File: config.mk
export PLATFORM = sky130hd
export DESIGN_NAME = operand_b_sel_ctrl
export DESIGN_NICKNAME = d
export VERILOG_FILES = /design/src/rtl/operand_b_sel_ctrl.sv
export SDC_FILE = /design/constraint.sdc
export NUM_CORES = 1
export LEC_CHECK = 0
export CAP_MARGIN = 20
export CORE_AREA = 3 3 61 78
export DETAILED_ROUTE_END_ITERATION = 10
export DIE_AREA = 0 0 64 81
export PLACE_DENSITY = 0.84
export SETUP_SLACK_MARGIN = 0.15
export SYNTH_ARGS = -nofsm -noshare
export SYNTH_HDL_FRONTEND = slang
export SYNTH_SLANG_ARGS = --single-unit
File: constraint.sdc
create_clock -name clk -period 3.05 [get_ports clk]
set_input_delay 0.61 -clock clk [delete_from_list [all_inputs] [get_ports clk]]
set_output_delay 0.61 -clock clk [all_outputs]
set_load 0.03 [all_outputs]
File: src/rtl/operand_b_sel_ctrl.sv
// Decode-stage operand-B select controller: registers the ID/EX operand-B select, detects
// load-use hazards with a one-cycle RUN/STALL FSM, and drives the EX-stage rs2 forwarding select.
module operand_b_sel_ctrl #(
    parameter int STALL_CNT_W = 16
) (
    input  logic                   clk,
    input  logic                   rst,
    input  logic [31:0]            if_id_instr,
    input  logic                   if_id_valid,
    input  logic                   ex_flush,
    input  logic                   ex_mem_reg_write,
    input  logic [4:0]             ex_mem_rd,
    input  logic                   mem_wb_reg_write,
    input  logic [4:0]             mem_wb_rd,
    output logic [1:0]             id_ex_read_data_2_sel,
    output logic                   id_ex_mem_read,
    output logic [1:0]             fwd_b_sel,
    output logic                   stall_if_id,
    output logic [STALL_CNT_W-1:0] stall_count,
    output logic                   fsm_state
);

    localparam logic [6:0] OP_R      = 7'b0110011;
    localparam logic [6:0] OP_BRANCH = 7'b1100011;
    localparam logic [6:0] OP_LOAD   = 7'b0000011;
    localparam logic [6:0] OP_IMM    = 7'b0010011;
    localparam logic [6:0] OP_STORE  = 7'b0100011;
    localparam logic [6:0] OP_JALR   = 7'b1100111;
    localparam logic [6:0] OP_LUI    = 7'b0110111;
    localparam logic [6:0] OP_AUIPC  = 7'b0010111;
    localparam logic [6:0] OP_JAL    = 7'b1101111;

    typedef enum logic {
        RUN   = 1'b0,
        STALL = 1'b1
    } state_t;

    state_t     state;
    logic [4:0] id_ex_rs2;
    logic [4:0] id_ex_rd;
    logic       id_ex_store;

    logic [6:0] opcode;
    logic [4:0] dec_rs1;
    logic [4:0] dec_rs2;
    logic [4:0] dec_rd;
    logic [1:0] dec_sel;
    logic       dec_load;
    logic       dec_store;
    logic       rs1_used;
    logic       rs2_used;
    logic       hazard;
    logic       fwd_active;

    always_comb begin
        opcode    = if_id_instr[6:0];
        dec_rs1   = if_id_instr[19:15];
        dec_rs2   = if_id_valid ? if_id_instr[24:20] : 5'd0;
        dec_rd    = if_id_valid ? if_id_instr[11:7] : 5'd0;
        dec_sel   = 2'b00;
        dec_load  = 1'b0;
        dec_store = 1'b0;
        rs1_used  = 1'b1;
        rs2_used  = 1'b0;
        case (opcode)
            OP_R, OP_BRANCH: begin
                dec_sel  = 2'b01;
                rs2_used = 1'b1;
            end
            OP_LOAD: begin
                dec_sel  = 2'b10;
                dec_load = 1'b1;
            end
            OP_STORE: begin
                dec_sel   = 2'b10;
                dec_store = 1'b1;
                rs2_used  = 1'b1;
            end
            OP_IMM, OP_JALR: dec_sel = 2'b10;
            OP_LUI, OP_AUIPC, OP_JAL: rs1_used = 1'b0;
            default: ;
        endcase
        if (!if_id_valid) begin
            dec_sel   = 2'b00;
            dec_load  = 1'b0;
            dec_store = 1'b0;
        end
    end

    // The STALL cycle already has the bubble in ID/EX, so the hazard cannot re-fire.
    assign hazard = (state == RUN) && id_ex_mem_read && (id_ex_rd != 5'd0) && if_id_valid &&
                    ((rs1_used && (dec_rs1 == id_ex_rd)) || (rs2_used && (dec_rs2 == id_ex_rd)));

    assign stall_if_id = hazard && !ex_flush;
    assign fsm_state   = (state == STALL);

    assign fwd_active = (id_ex_read_data_2_sel == 2'b01) || id_ex_store;

    always_comb begin
        fwd_b_sel = 2'b00;
        if (fwd_active && (id_ex_rs2 != 5'd0)) begin
            if (ex_mem_reg_write && (ex_mem_rd == id_ex_rs2)) begin
                fwd_b_sel = 2'b10;
            end else if (mem_wb_reg_write && (mem_wb_rd == id_ex_rs2)) begin
                fwd_b_sel = 2'b01;
            end
        end
    end

    always_ff @(posedge clk) begin
        if (rst) begin
            state                 <= RUN;
            id_ex_read_data_2_sel <= 2'b00;
            id_ex_mem_read        <= 1'b0;
            id_ex_rs2             <= 5'd0;
            id_ex_rd              <= 5'd0;
            id_ex_store           <= 1'b0;
            stall_count           <= '0;
        end else if (ex_flush || hazard) begin
            id_ex_read_data_2_sel <= 2'b00;
            id_ex_mem_read        <= 1'b0;
            id_ex_rs2             <= 5'd0;
            id_ex_rd              <= 5'd0;
            id_ex_store           <= 1'b0;
            if (ex_flush) begin
                state <= RUN;
            end else begin
                state <= STALL;
                if (stall_count != '1) begin
                    stall_count <= stall_count + 1'b1;
                end
            end
        end else begin
            state                 <= RUN;
            id_ex_read_data_2_sel <= dec_sel;
            id_ex_mem_read        <= dec_load;
            id_ex_rs2             <= dec_rs2;
            id_ex_rd              <= dec_rd;
            id_ex_store           <= dec_store;
        end
    end

endmodule

# Yosys cells after proc, flatten, opt, wreduce, memory -nomap -nowiden
# Index checks and enable logic that the tools add are counted.
# op_classes
bitwise_logic	4
div	0
shifts	0
n_mux	10
n_mul	0
addsub	1
eq_ne	15
reduce_logical	24
magnitude_cmp	0
# op_table
operator	n
== test 7 x 6 -> 1 bit (second input constant)	3
== test 7 bit (second input constant)	3
== test 5 bit	4
adder 16 x 1 -> 16 bit (second input constant)	1
inequality test 16 bit (second input constant)	1
== test 7 x 5 -> 1 bit (second input constant)	2
logical AND 1 bit	10
nonzero test 5 bit	2
OR reduction 3 bit	3
== test 7 x 2 -> 1 bit (second input constant)	1
two-way mux 1 bit	6
OR reduction 2 bit	3
two-way mux 5 bit	1
two-way mux 2 bit	2
inverter 1 bit	4
one-hot mux 2 bit (2 select lines)	1
OR reduction 4 bit	1
logical OR 1 bit	3
AND reduction 3 bit	1
== test 2 x 1 -> 1 bit (second input constant)	1
zero test 1 bit	1
# totals
memories	0
wordCells	61
latch_bits	0
inputBits	48
output_inout_bits	23
ramBits	0
regBits	31
mem_bits_ro	0

# Longest topological paths before layout
# logic_depth
depth_word	9
mapped_depth	8
mapped_depth_nobuf	6

# Least setup slack after synthesis
# OpenSTA, ideal clock, no wires.
# synth_timing
path_type	input-to-output
start	input if_id_instr[6]
end	output stall_if_id
required_ns	2.440
path_slack_ns	0.487
n_path_buf	2
arrival_time_ns	1.953
stages	7
path_cell_list	buf_2 or3b_1 a21oi_1 nor4_2 o211ai_2 buf_4 inv_1
# synth_between
elab_chain_cells	7
elab_cells_between_ends	15
cone_classes	6 x eq/ne; 2 x mux; 7 x reduce/logical
# synth_lines
element	line_no	text
start, declared	8	input logic [31:0] if_id_instr,
== test 7 x 6 -> 1 bit (tied with other cells)	65	case (opcode)
OR reduction 3 bit (on tied branches)	n/a	
two-way mux 1 bit	65	
logical AND 1 bit	92	((rs1_used && (dec_rs1 == id_ex_rd)) || (rs2_used && (dec_rs2 == id_ex_rd)));
logical OR 1 bit *	92	
logical AND 1 bit *	91	assign hazard = (state == RUN) && id_ex_mem_read && (id_ex_rd != 5'd0) && if_id_valid &&
logical AND 1 bit *	94	assign stall_if_id = hazard && !ex_flush;
end, declared	18	output logic stall_if_id,
# Mark *: on every way between the ends. The rest lies on a longest branch, timed or not.

# Worst setup path after layout
# layout_timing
start	input if_id_instr[20]
end	output stall_if_id
# layout_between
elab_chain_cells	6
# layout_lines
element	line_no	text
two-way mux 5 bit	58	dec_rs2 = if_id_valid ? if_id_instr[24:20] : 5'd0;
== test 5 bit	92	
logical AND 1 bit	92	
logical OR 1 bit	92	
logical AND 1 bit	91	
logical AND 1 bit	94	
# Every way passes these cells.

==> flow_summary.ini <==
[yosys]
ys.flop_type = dfxtp_1
avgSynthCellArea_um2 = 8.41
synth.top_cell.area_share = 0.357
yosys_warnings = 0
synth_edf_count = 0
ys_types = 45
yosys-top-cells-area = dfxtp_1 36%, xor2_1 6.0%, and3_1 5.0%
synth_seq_area_share = 0.357
synthArstFlopShare = 0
synth_area_um2 = 1740
synthCells = 207
ys_ff_latch = 31
yosysTopAreaCell = dfxtp_1
syn-num-nets = 256

[critical_path]
worst_ep_required_time_ns = 2.44
critPathSlowestCell = clkdlybuf4s50_1
critPathKind = input pin to output pin
cp_max_fo = 4
cp-end-kind = output pin
setup.worst_path.start_class = input pin
cp.arrival_ns = 2.24
crit_chain = clkdlybuf4s50_1, nand4b_1, o22a_1, a221oi_4, o211ai_2, inv_1, buf_4
timing.critical_path.buf_inv = 3
slowest_delay_ns = 0.56
cp_top_family = buffers and inverters

[floorplan]
dieArea_um2 = 5180
ios = 71
die_h_um = 81
core_area_um2 = 4070
die_w_um = 64
rows = 26
start_util = 0.428

[timing]
fin_crit_ns = 2.85
finClkSkew_ns = 0.00415
worst_pin_slew_ns = 0.456
finalSetupViolCount = 0
rsz0062_at_grt = no
slew_violations = 0
relSlewSlack = 0.693
fmax_ghz = 0.351
period_share = 0.934
hold_viol = 0

[detailed_routing]
vias_per_cell = 5.37
drt-pass1-iter-count = 4
wire_per_inst_um = 13.9
drc = 0
via_count = 1798
ant_nets = 0
wl_mm = 4.65
drt_iter0_markers = 30

[placed_design]
gp_congestion = 0.838
dp_cells = 325
dpl-instance-area_um2 = 2440
dp_hpwl_mm = 3.54
port_buffers = 60

[finish]
seq_area_um2 = 621
final_area_um2 = 2570
multi_input_area_um2 = 1070
syn_to_final_growth_pct = 47.9
nets = 327
drive_gt1_frac = 0.125
final_common_cell = clkdlybuf4s50_1
antennaDiodeCount = 0
mostFrequentLayoutCells = 56 x clkdlybuf4s50_1, 31 x dfxtp_1, 15 x buf_4
num-fill-cells = 340
instances_no_fill = 335

[flow_run]
drv_cap = 0

[pwr]
power.density_nw_per_um2 = 344
power.leakage_nw = 0.967
power_w = 0.000884
ir_worst_vdd_mv = 0.244

[worst_hold_path]
hold_class = register to register

[cts]
clk_pin_slew_ns = 0.06
htree_num_levels = 2
cts_made_buffers = 5
postCtsHoldBufs = 0
cts.sinks = 31
cts.path.max_buffers = 2
root_buffer = clkbuf_8
cts_tree = yes
clkLatencyLatePin_ns = 0.28

[global_route]
grt_util_all_layers = 0.190
grt_pass1_wl_mm = 7.76
antenna_found_initial = 0
globalRouteOverflowTotal = 0
grt_pass1_vias = 1723
grt_max_degree = 13

[run_status]
status = complete, no violations
## logic make-up after synthesis
logic type	synth area share
and+or+nand+nor	0.323
AOI/OAI and AO/OA	0.155
DFF	0.357
xor gates and xnor gates	0.0906
buffers and inverters	0.0424
muxes	0.0259
adders and majority gates	0.00719
## through the flow
stage	hold WS, ns	setup TNS [ns]	setup WS [ns]	util
global route	0.544	0	0.136	0.633
floorplan	0.614	0	0.487	-
finish	0.510	0	0.202	0.633
CTS	0.514	0	0.202	0.626
detailed placement	0.502	-0.0103	-0.0103	0.600
global placement	0.492	-0.00183	-0.00183	0.600
## layer usage
layer / vias up / GRT usage / routed length, µm
li1: 907 / - / -
met1: 829 / 0.207 / 1880
met2: 54 / 0.345 / 2370
met3: 8 / 0.0595 / 312
met4: 0 / 0.0670 / 81
met5: - / 0 / 0
## worst reg2reg max path: stages, from the launching register on
cell	delay (ns)
dfxtp_1	0.40
nand4b_1	0.12
o22a_1	0.25
a221oi_4	0.31
o211ai_2	0.16
buf_4	0.19
buf_4	0.16
nor3_1	0.21
mux2_2	0.35
## repair_timing
item / CTS / global route
endpoints found under the setup margin: 2 / 1
resized for setup: 2 / 3
setup buffers: 1 / 1
pin swaps: 1 / 1
## Yosys cell counts, drive strengths merged, types with 2 or more instances
library cell,instances
o31ai,4
nand2,9
nor4b,2
mux2,4
nand4b,2
o21ai,10
a21oi,12
o21a,2
xnor2,6
or3,6
clkbuf,4
nand2b,2
and3,14
nand4,2
nor3,10
o31a,2
buf,5
o211ai,3
or4,4
nor2b,6
nand3,14
dfxtp,31
xor2,12
inv,7
nor2,12
nor4,7
## final timing paths
path                                                  start                     endpoint  slack (ns)  depth (start not counted)
worst max-delay path                        if_id_instr[20]                  stall_if_id        0.20                          7
worst min-delay path            stall_count[4]$_SDFFE_PP0P_  stall_count[4]$_SDFFE_PP0P_        0.51                          2
worst max register to register       id_ex_rd[0]$_SDFF_PP0_  stall_count[8]$_SDFFE_PP0P_        0.81                          8
worst min register to register  stall_count[4]$_SDFFE_PP0P_  stall_count[4]$_SDFFE_PP0P_        0.51                          2
## state kept, by name (all words and copies together), names as in the netlist
register	cells
stall_count	16
id_ex_rs2	5
id_ex_store	1
fsm_state	1
id_ex_rd	5
id_ex_mem_read	1
id_ex_read_data_2_sel	2
## power by group
group / internal, W / total [W] / switching [W]
logic: 0.0000666 / 0.000111 / 0.0000440
clock network: 0.000206 / 0.000361 / 0.000155
registers: 0.000408 / 0.000413 / 0.00000430
## cell type report
| class | instances | share of cell area |
|---|---|---|
| Tap cell | 56 | 0.0272 |
| Multi-Input combinational cell | 160 | 0.414 |
| Clock buffer | 8 | 0.0389 |
| Inverter | 7 | 0.0102 |
| Sequential cell | 31 | 0.241 |
| Timing Repair Buffer | 73 | 0.268 |
Power figures use the tool's default switching activity.
